==> config.mk <==
export PLATFORM = sky130hd
export DESIGN_NAME = muldiv_unit
export DESIGN_NICKNAME = d
export VERILOG_FILES = /design/src/rtl/muldiv_pkg.sv /design/src/rtl/muldiv_unit.sv
export SDC_FILE = /design/constraint.sdc
export NUM_CORES = 1
export LEC_CHECK = 0
export BUFFER_PORTS_ARGS = -buffer_cell sky130_fd_sc_hd__buf_2
export CAP_MARGIN = 20
export CORE_MARGIN = 8
export CORE_UTILIZATION = 55
export DETAILED_ROUTE_END_ITERATION = 7
export MAX_ROUTING_LAYER = met4
export PLACE_DENSITY = 0.8
export REMOVE_ABC_BUFFERS = 1
export SYNTH_ARGS = -nofsm -noshare
export SYNTH_HDL_FRONTEND = slang
export SYNTH_SLANG_ARGS = --single-unit
export TNS_END_PERCENT = 30
==> constraint.sdc <==
create_clock -name clk -period 5.6 [get_ports clk]
set_input_delay 1.4 -clock clk [delete_from_list [all_inputs] [get_ports clk]]
set_output_delay 1.4 -clock clk [all_outputs]
set_load 0.02 [all_outputs]
==> src/rtl/muldiv_pkg.sv <==
// Shared constants for the iterative multiply/divide unit: op codes,
// FSM state encoding, iteration count and an operand magnitude helper.
package muldiv_pkg;

    // Operation encodings presented on the op port.
    localparam logic [1:0] MULT  = 2'b00;
    localparam logic [1:0] MULTU = 2'b01;
    localparam logic [1:0] DIV   = 2'b10;
    localparam logic [1:0] DIVU  = 2'b11;

    // FSM state encoding.
    localparam logic [1:0] IDLE = 2'b00;
    localparam logic [1:0] CALC = 2'b01;
    localparam logic [1:0] DONE = 2'b10;

    // One iteration per operand bit.
    localparam int ITER_COUNT = 32;

    // Two's-complement magnitude for signed operands, raw value otherwise.
    // The most negative value maps onto itself, which is the correct
    // unsigned magnitude 2^31.
    function automatic logic [31:0] mag32(input logic [31:0] v, input logic is_signed);
        return (is_signed && v[31]) ? (32'd0 - v) : v;
    endfunction

endpackage

==> src/rtl/muldiv_unit.sv <==
// Iterative 32x32 multiply / 32/32 divide unit producing HI/LO results.
// Magnitudes are processed in a shared 64-bit working register over 32
// cycles; signs are recorded at start and applied when the result is written.
module muldiv_unit
    import muldiv_pkg::*;
(
    input  logic        clk,
    input  logic        rst,
    input  logic        start,
    input  logic [1:0]  op,
    input  logic [31:0] a,
    input  logic [31:0] b,
    output logic        busy,
    output logic        done,
    output logic [31:0] hi,
    output logic [31:0] lo
);

    localparam logic [4:0] LAST_ITER = 5'(ITER_COUNT - 1);

    logic [1:0]  state_q,   state_d;
    logic [63:0] work_q,    work_d;
    logic [31:0] opnd_q,    opnd_d;
    logic [4:0]  cnt_q,     cnt_d;
    logic        op_div_q,  op_div_d;
    logic        neg_q,     neg_d;      // negate product / quotient
    logic        rem_neg_q, rem_neg_d;  // negate remainder (dividend sign)
    logic [31:0] hi_q,      hi_d;
    logic [31:0] lo_q,      lo_d;

    logic        in_signed;
    logic        a_neg;
    logic        b_neg;
    logic [32:0] mul_sum;
    logic [32:0] div_rem;
    logic [32:0] div_diff;
    logic [63:0] step_work;
    logic [63:0] prod_fix;
    logic [31:0] quo_fix;
    logic [31:0] rem_fix;

    // Operand sign decode plus one multiply or divide iteration and the sign fix-up.
    // NOTE: every always_comb output gets a default first so no path leaves it unassigned and infers a latch.
    always_comb begin
        in_signed = ~op[0];
        a_neg     = in_signed & a[31];
        b_neg     = in_signed & b[31];

        // Shift-add: multiplier magnitude sits in the low half, partial
        // product accumulates in the high half; the carry shifts back in.
        mul_sum = {1'b0, work_q[63:32]};
        if (work_q[0]) begin
            mul_sum = {1'b0, work_q[63:32]} + {1'b0, opnd_q};
        end

        // Restoring divide: the partial remainder shifted left needs 33 bits
        // before the trial subtraction.
        div_rem  = work_q[63:31];
        div_diff = div_rem - {1'b0, opnd_q};

        if (op_div_q) begin
            if (!div_diff[32]) begin
                step_work = {div_diff[31:0], work_q[30:0], 1'b1};
            end else begin
                step_work = {div_rem[31:0], work_q[30:0], 1'b0};
            end
        end else begin
            step_work = {mul_sum, work_q[31:1]};
        end

        prod_fix = neg_q     ? (64'd0 - step_work)       : step_work;
        quo_fix  = neg_q     ? (32'd0 - step_work[31:0])  : step_work[31:0];
        rem_fix  = rem_neg_q ? (32'd0 - step_work[63:32]) : step_work[63:32];
    end

    // FSM next-state and register update selection.
    always_comb begin
        state_d   = state_q;
        work_d    = work_q;
        opnd_d    = opnd_q;
        cnt_d     = cnt_q;
        op_div_d  = op_div_q;
        neg_d     = neg_q;
        rem_neg_d = rem_neg_q;
        hi_d      = hi_q;
        lo_d      = lo_q;

        case (state_q)
            IDLE: begin
                if (start) begin
                    op_div_d = op[1];
                    cnt_d    = 5'd0;
                    state_d  = CALC;
                    if (op[1]) begin
                        work_d    = {32'd0, mag32(a, in_signed)};
                        opnd_d    = mag32(b, in_signed);
                        // A zero divisor must leave the all-ones quotient
                        // untouched; the remainder still follows the dividend.
                        neg_d     = (a_neg ^ b_neg) & (b != 32'd0);
                        rem_neg_d = a_neg;
                    end else begin
                        work_d    = {32'd0, mag32(b, in_signed)};
                        opnd_d    = mag32(a, in_signed);
                        neg_d     = a_neg ^ b_neg;
                        rem_neg_d = 1'b0;
                    end
                end
            end
            CALC: begin
                work_d = step_work;
                cnt_d  = cnt_q + 5'd1;
                if (cnt_q == LAST_ITER) begin
                    state_d = DONE;
                    hi_d    = op_div_q ? rem_fix : prod_fix[63:32];
                    lo_d    = op_div_q ? quo_fix : prod_fix[31:0];
                end
            end
            DONE: begin
                state_d = IDLE;
            end
            default: begin
                state_d = IDLE;
            end
        endcase
    end

    // State registers with synchronous reset that also clears the result.
    // NOTE: sequential state uses non-blocking assignments so every flop samples pre-edge values.
    always_ff @(posedge clk) begin
        if (rst) begin
            state_q   <= IDLE;
            work_q    <= 64'd0;
            opnd_q    <= 32'd0;
            cnt_q     <= 5'd0;
            op_div_q  <= 1'b0;
            neg_q     <= 1'b0;
            rem_neg_q <= 1'b0;
            hi_q      <= 32'd0;
            lo_q      <= 32'd0;
        end else begin
            state_q   <= state_d;
            work_q    <= work_d;
            opnd_q    <= opnd_d;
            cnt_q     <= cnt_d;
            op_div_q  <= op_div_d;
            neg_q     <= neg_d;
            rem_neg_q <= rem_neg_d;
            hi_q      <= hi_d;
            lo_q      <= lo_d;
        end
    end

    assign busy = (state_q != IDLE);
    assign done = (state_q == DONE);
    assign hi   = hi_q;
    assign lo   = lo_q;

endmodule
After elaboration in Yosys (flattened, before gate mapping)
Index checks and enable logic that the tools add are counted.
W data, S select, Z words.
{"block": "word_totals", "output_inout_bits": 66, "romBits": 0, "inputBits": 69, "ram_bits": 0, "latchBits": 0, "mem_count": 0, "elab_cells": 58, "ff_bits": 170}
{"block": "classes", "bitwise": 5, "mul": 0, "order_cmp": 0, "n_mux": 21, "n_div": 0, "n_eq_ne": 5, "n_reduce_logical": 10, "add_sub_neg": 8, "n_shift": 0}
{"op": "$mux W32", "count": 8}
{"op": "$mux W64", "count": 4}
{"op": "$pmux W64 S2", "count": 1}
{"op": "$sub A1 B32 Y32 const A", "count": 4}
{"op": "$sub A1 B64 Y64 const A", "count": 1}
{"op": "$add A32 B32 Y33", "count": 1}
{"op": "$mux W33", "count": 1}
{"op": "$sub A33 B32 Y33", "count": 1}
{"op": "$reduce_bool A32 Y1", "count": 1}
{"op": "$pmux W5 S2", "count": 1}
{"op": "$reduce_and A2 Y1", "count": 4}
{"op": "$add A5 B1 Y5 const B", "count": 1}
{"op": "$eq A5 B5 Y1 const B", "count": 1}
{"op": "$mux W5", "count": 1}
{"op": "$mux W2", "count": 2}
{"op": "$ne A2 B2 Y1 const B", "count": 2}
{"op": "$pmux W2 S2", "count": 1}
{"op": "$reduce_bool A2 Y1", "count": 2}
{"op": "$and A1 B1 Y1", "count": 3}
{"op": "$eq A2 B1 Y1 const B", "count": 1}
{"op": "$eq A2 B2 Y1 const B", "count": 1}
{"op": "$logic_and A1 B1 Y1", "count": 2}
{"op": "$logic_not A2 Y1", "count": 1}
{"op": "$mux W1", "count": 2}
{"op": "2 further kinds", "count": 2}

Depth between registers and ports, before layout
{"block": "depth", "ltp_word": 6, "mapped_depth": 24, "ltp_nobuf": 21}

Worst setup path after synthesis
Ideal clock, no wire load.
{"block": "synth_path", "path_type": "reg2reg", "from": "register work_q[31]", "to": "register hi_q[24], in the netlist hi[24]", "required_ns": 5.484, "setup_ns": 0.116, "path_stages_with_launch": 25, "synth_period_minus_slack_ns": 5.231, "path_buffers": 4, "arrival_ns": 5.116, "setup_slack_ns": 0.369, "cell_sequence": "dfxtp_1 -> inv_1 -> ha_1 -> fa_1 -> nand2b_1 -> a21o_1 -> a311oi_2 -> o211a_1 -> o211a_1 -> buf_2 -> buf_2 -> buf_2 -> buf_1 -> nand2_1 -> o21ai_0 -> a21oi_1 -> inv_1 -> ha_1 -> inv_1 -> or4_4 -> or4b_4 -> nor4_2 -> o22ai_1 -> mux2i_1 -> a31o_1"}
{"block": "synth_between", "elab_chain_len": 6, "elab_cells_between_ends": 8, "cone_classes": "add/sub: 3; mux: 5"}
{"item": "from (decl)", "line": "muldiv_unit.sv:22", "rtl": "logic [63:0] work_q, work_d;"}
{"item": "from (signal assigned)", "line": "muldiv_unit.sv:142", "rtl": "work_q <= work_d;"}
{"item": "$sub A33 B32 Y33", "line": "muldiv_unit.sv:59", "rtl": "div_diff = div_rem - {1'b0, opnd_q};"}
{"item": "$mux W64", "line": "muldiv_unit.sv:62", "rtl": "if (!div_diff[32]) begin"}
{"item": "$mux W64 (*)", "line": "muldiv_unit.sv:61", "rtl": "if (op_div_q) begin"}
{"item": "$sub A1 B64 Y64 or $sub A1 B32 Y32 (tied branches)", "line": "muldiv_unit.sv:71, muldiv_unit.sv:73"}
{"item": "$mux W64 or $mux W32 (tied branches)", "line": "muldiv_unit.sv:71, muldiv_unit.sv:73"}
{"item": "$mux W32 (*)", "line": "muldiv_unit.sv:114", "rtl": "hi_d = op_div_q ? rem_fix : prod_fix[63:32];"}
{"item": "to (signal assigned)", "line": "muldiv_unit.sv:148", "rtl": "hi_q <= hi_d;"}
{"item": "to (decl)", "line": "muldiv_unit.sv:28", "rtl": "logic [31:0] hi_q, hi_d;"}
Every way passes the cells marked *; elsewhere a longest branch is shown, timed or not.
A chain may end at the register's enable or synchronous reset.

Worst setup path after layout
{"block": "layout_path", "from": "register work_q[31]", "to": "register hi_q[20], in the netlist hi[20]"}
The elaborated chain is that of the path after synthesis.

==> metrics.log <==
INFO  metric worst_clock_skew = 0.0203 ns
INFO  metric ctsHoldBuffers = 0
INFO  metric critical_path_required = 5.93 ns
INFO  metric dominantRegCellSynth = sky130_fd_sc_hd__dfxtp_1
INFO  metric biggest_cell_delay_along_the_critical_path = 0.45 ns
INFO  metric crit_path_top_delay_cell = sky130_fd_sc_hd__or3_1
INFO  metric antennaDiodeCount = 0
INFO  metric ctsRootBufferMaster = sky130_fd_sc_hd__clkbuf_16
INFO  metric max_slew.worst_pin.slew = 1.18 ns
INFO  metric startpoint_of_the_lowest_slack_register_to_register_path = work_q[31]$_SDFFE_PP0P_
INFO  metric timing.final.max_slew_violations = 0
INFO  metric worstSkewPairLatency = 0.45 ns
INFO  metric vdd_drop_max = 0.000205 V
INFO  metric first_iter_violations = 2,137
INFO  metric vias = 17,400
INFO  metric clock-sinks = 170
INFO  metric cts_setup_buffers = 0
INFO  metric global_route.usage.total = 35.8%
INFO  metric max_slew_margin = 21.1%
INFO  metric worst-r2r-setup-slack = 0.34 ns
INFO  metric yosysUniqueCellTypes = 88
INFO  metric placement.cell_area = 16,600 µm²
INFO  metric yosys.cell_count.top_type = sky130_fd_sc_hd__nand2_1
INFO  metric critPathLaunch = work_q[31]$_SDFFE_PP0P_
INFO  metric areaGrowthSynthToFinish = 11.6%
INFO  metric async_flop_share = 0%
INFO  metric synth_area = 15,400 µm²
INFO  metric worstSetupPathType = register to register
INFO  metric drc_errors = 0
INFO  metric yosys-top-cells-area = sky130_fd_sc_hd__dfxtp_1 (22%), sky130_fd_sc_hd__a21oi_1 (8.6%), sky130_fd_sc_hd__nand2_1 (7.0%)
INFO  metric postSynthAreaPerCell = 7.08 µm²
INFO  metric dp_cells = 2,617
INFO  metric worstReg2RegEnd = hi[20]$_SDFFE_PP0P_
INFO  metric detail_route.first_pass.iterations = 6
INFO  metric post_route_cells_drive_above_1_share = 12.8%
INFO  metric cts.clk_slew.worst_paths = 0.08 ns
INFO  metric cts_buffers = 17
INFO  metric critPathMostFrequentCell = sky130_fd_sc_hd__or3_1
INFO  metric synth_top_cell_area_share = 22.1%
INFO  metric first_global_vias = 16,100
INFO  metric critical_path_arrival = 5.59 ns
INFO  metric post-route-util = 62.1%
INFO  metric synth_largest_area_cell = sky130_fd_sc_hd__dfxtp_1
INFO  metric grt_pass1_wl = 92,300 µm
INFO  metric crit_path_cell_trace = inv_1 > ha_1 > fa_1 > nand2b_1 > a21o_1 > a311oi_4 > o2111ai_2 > o2111a_1 > a21oi_2 > ha_1 > o21ai_0 > or3_1 > or3_1 > or3_1 > o21a_1 > nor2_1 > a22oi_1 > buf_4 > o31ai_1 > xor2_1 > a21oi_1
INFO  metric yosys_warnings = 0
INFO  metric wirelength = 60,600 µm
INFO  metric place.gp.congestion = 1.03
INFO  metric synth_enable_flop_cells = 0
INFO  metric timing.critical_path.from_type = register
INFO  metric post_layout_minimum_cycle_time = 5.26 ns
INFO  metric leakage = 6.99 nW
INFO  metric ant_nets = 0
INFO  metric initial_utilization = 55.6%
INFO  metric die-area = 33,600 µm²
INFO  metric grt_remaining_overflow = 0
INFO  metric syn-instance-count = 2,178
INFO  metric grt_setup_unrepaired = false
INFO  metric timing.critical_path.fanout_max = 6
INFO  metric finish.cell_count_without_fillers = 2,650
INFO  metric cts-root-to-sink-buffers = 2
INFO  metric std_cell_rows = 61
INFO  metric min_path_type = register to register
INFO  metric worst_setup_path_end_kind = register
INFO  metric core = 27,700 µm²
INFO  metric sequential_to_total_area_share_from_yosys_stat = 22.1%
INFO  metric pin_count = 135
INFO  metric htree_levels = 4
INFO  metric design_area_final = 17,200 µm²
INFO  metric fin_crit_sh = 94.0%
INFO  metric endpoint = hi[20]$_SDFFE_PP0P_
INFO  metric floorplan.die.width = 183 µm
INFO  metric reg2reg_depth = 21
INFO  metric pwr_cell_area = 242 nW/µm²
INFO  metric via_density_per_instance = 6.55
INFO  metric final_net_count = 2,400
INFO  metric finalSetupViolations = 0
INFO  metric hold_violations = 0
INFO  metric pin_count_of_the_biggest_net_entering_global_routing = 86
INFO  metric maxClockFrequency = 190 MHz
INFO  metric preCtsSetupSlack = 0.227 ns
INFO  metric routed_wire_length_per_instance = 22.9 µm
INFO  metric ys_seq_elements = 170
INFO  metric synth_cell_count_leaders = sky130_fd_sc_hd__nand2_1 (286), sky130_fd_sc_hd__a21oi_1 (265), sky130_fd_sc_hd__nor2_1 (197)
INFO  metric finalWorstSetupSlack = 0.338 ns
INFO  metric cts_tree = yes
INFO  metric place.port_buffers = 134
INFO  metric place.detailed.hpwl = 45,200 µm
INFO  metric max_cap_viol_count = 0
INFO  metric die_span_y = 183 µm
INFO  metric run_status = complete, no violations
INFO  metric grt_antenna_before_repair = 0
[per-stage QoR]
step                      total power (W)  setup TNS (ns)  hold WS (ns)
final                             0.00415               0         0.450
after global routing              0.00432               0         0.477
after CTS                         0.00410               0         0.452
after detailed placement          0.00288               0         0.441
after global placement            0.00287               0         0.438
after floorplan                   0.00233          -33.45         0.443
[worst max-delay path: cells and delay by family (launching register included)]
family	cells	cell delay, ns
XOR/XNOR	1	0.17
AO/OA/AOI/OAI	10	1.99
buffers and inverters	2	0.27
AND/OR/NAND/NOR	5	1.57
adder cells (fa/ha/maj)	3	0.82
flip-flops	1	0.33
[where the power goes]
part           leakage, nW  internal (W)  total, W  switching, W
logic                 5.32      0.000570   0.00160       0.00103
clock network        0.287      0.000610   0.00123      0.000623
registers             1.38       0.00126   0.00132     0.0000650
total                 6.99       0.00244   0.00415       0.00172
[how the worst min path moves through the flow]
| stage | from | slack, ns | to | depth (start not counted) |
|---|---|---|---|---|
| 2_1_floorplan | opnd_q[10]$_SDFFE_PP0P_ | 0.44 | opnd_q[10]$_SDFFE_PP0P_ | 2 |
| 6_report | lo[14]$_SDFFE_PP0P_ | 0.45 | lo[14]$_SDFFE_PP0P_ | 2 |
| 3_5_place_dp | lo[14]$_SDFFE_PP0P_ | 0.44 | lo[14]$_SDFFE_PP0P_ | 2 |
| 4_1_cts | lo[14]$_SDFFE_PP0P_ | 0.45 | lo[14]$_SDFFE_PP0P_ | 2 |
| 5_1_grt | lo[14]$_SDFFE_PP0P_ | 0.48 | lo[14]$_SDFFE_PP0P_ | 2 |
| 3_3_place_gp | lo[14]$_SDFFE_PP0P_ | 0.44 | lo[14]$_SDFFE_PP0P_ | 2 |
[sequential cells by signal, indices dropped and copies added, names as in the netlist]
| name | flops |
|---|---|
| work_q | 64 |
| hi | 32 |
| lo | 32 |
| opnd_q | 32 |
| cnt_q | 5 |
| state_q | 2 |
| neg_q | 1 |
| op_div_q | 1 |
| rem_neg_q | 1 |
[cells in the final DEF (no fill, tap or decap), types with 17 or more instances in the layout]
| cell | netlist | layout |
|---|---|---|
| sky130_fd_sc_hd__o21ai_0 | 114 | 113 |
| sky130_fd_sc_hd__nor3_1 | 56 | 56 |
| sky130_fd_sc_hd__nor2b_1 | 21 | 20 |
| sky130_fd_sc_hd__nor2_1 | 197 | 196 |
| sky130_fd_sc_hd__buf_4 | 2 | 66 |
| sky130_fd_sc_hd__nand3_1 | 61 | 61 |
| sky130_fd_sc_hd__a22oi_1 | 20 | 20 |
| sky130_fd_sc_hd__buf_2 | 15 | 133 |
| sky130_fd_sc_hd__nand2_1 | 286 | 285 |
| sky130_fd_sc_hd__a21oi_1 | 265 | 263 |
| sky130_fd_sc_hd__xnor2_1 | 66 | 66 |
| sky130_fd_sc_hd__and2_1 | 26 | 25 |
| sky130_fd_sc_hd__nand2b_1 | 20 | 19 |
| sky130_fd_sc_hd__dfxtp_1 | 170 | 169 |
| sky130_fd_sc_hd__a21o_1 | 23 | 23 |
| sky130_fd_sc_hd__or3_1 | 34 | 34 |
| sky130_fd_sc_hd__ha_1 | 70 | 70 |
| sky130_fd_sc_hd__clkbuf_16 | 0 | 17 |
| sky130_fd_sc_hd__o211ai_1 | 59 | 59 |
| sky130_fd_sc_hd__mux2i_1 | 45 | 45 |
| sky130_fd_sc_hd__a211oi_1 | 46 | 46 |
| sky130_fd_sc_hd__o31ai_1 | 19 | 19 |
| sky130_fd_sc_hd__inv_1 | 72 | 72 |
| sky130_fd_sc_hd__xor2_1 | 80 | 80 |
| sky130_fd_sc_hd__a31oi_1 | 33 | 33 |
[layer usage]
metal / global-route usage, % / share of wire [%] / vias to the layer above
li1: - / - / 8058
met1: 46.5 / 43 / 8202
met2: 53.8 / 43 / 954
met3: 5.04 / 8.9 / 156
met4: 18.0 / 5.3 / 0
met5: - / 0 / -
[cell families (layout without fill, tap and decap cells)]
logic type / count (synthesis) / in the layout / share of synthesized area, %
buffers and inverters: 214 / 308 / 5.44
AOI/OAI and AO/OA: 716 / 716 / 29.8
muxes: 61 / 61 / 4.09
xor gates and xnor gates: 146 / 146 / 8.29
adders and majority gates: 72 / 72 / 5.94
and+or+nand+nor: 799 / 799 / 24.4
DFF: 170 / 170 / 22.1
[area by class of cell]
type | count | area [µm²]
multi-input cells | 1794 | 11200
repair buffers | 202 | 1230
inverters | 74 | 278
clock buffers | 18 | 439
clock inverters | 14 | 149
fillers | 2620 | 10500
well taps | 378 | 473
flip-flops and latches | 170 | 3410
[timing repair]
item                                    in CTS  in global routing
hold endpoints to repair                     0                  0
resized for setup                            0                  5
endpoints found under the setup margin       0                 10
Power figures use the tool's default switching activity.
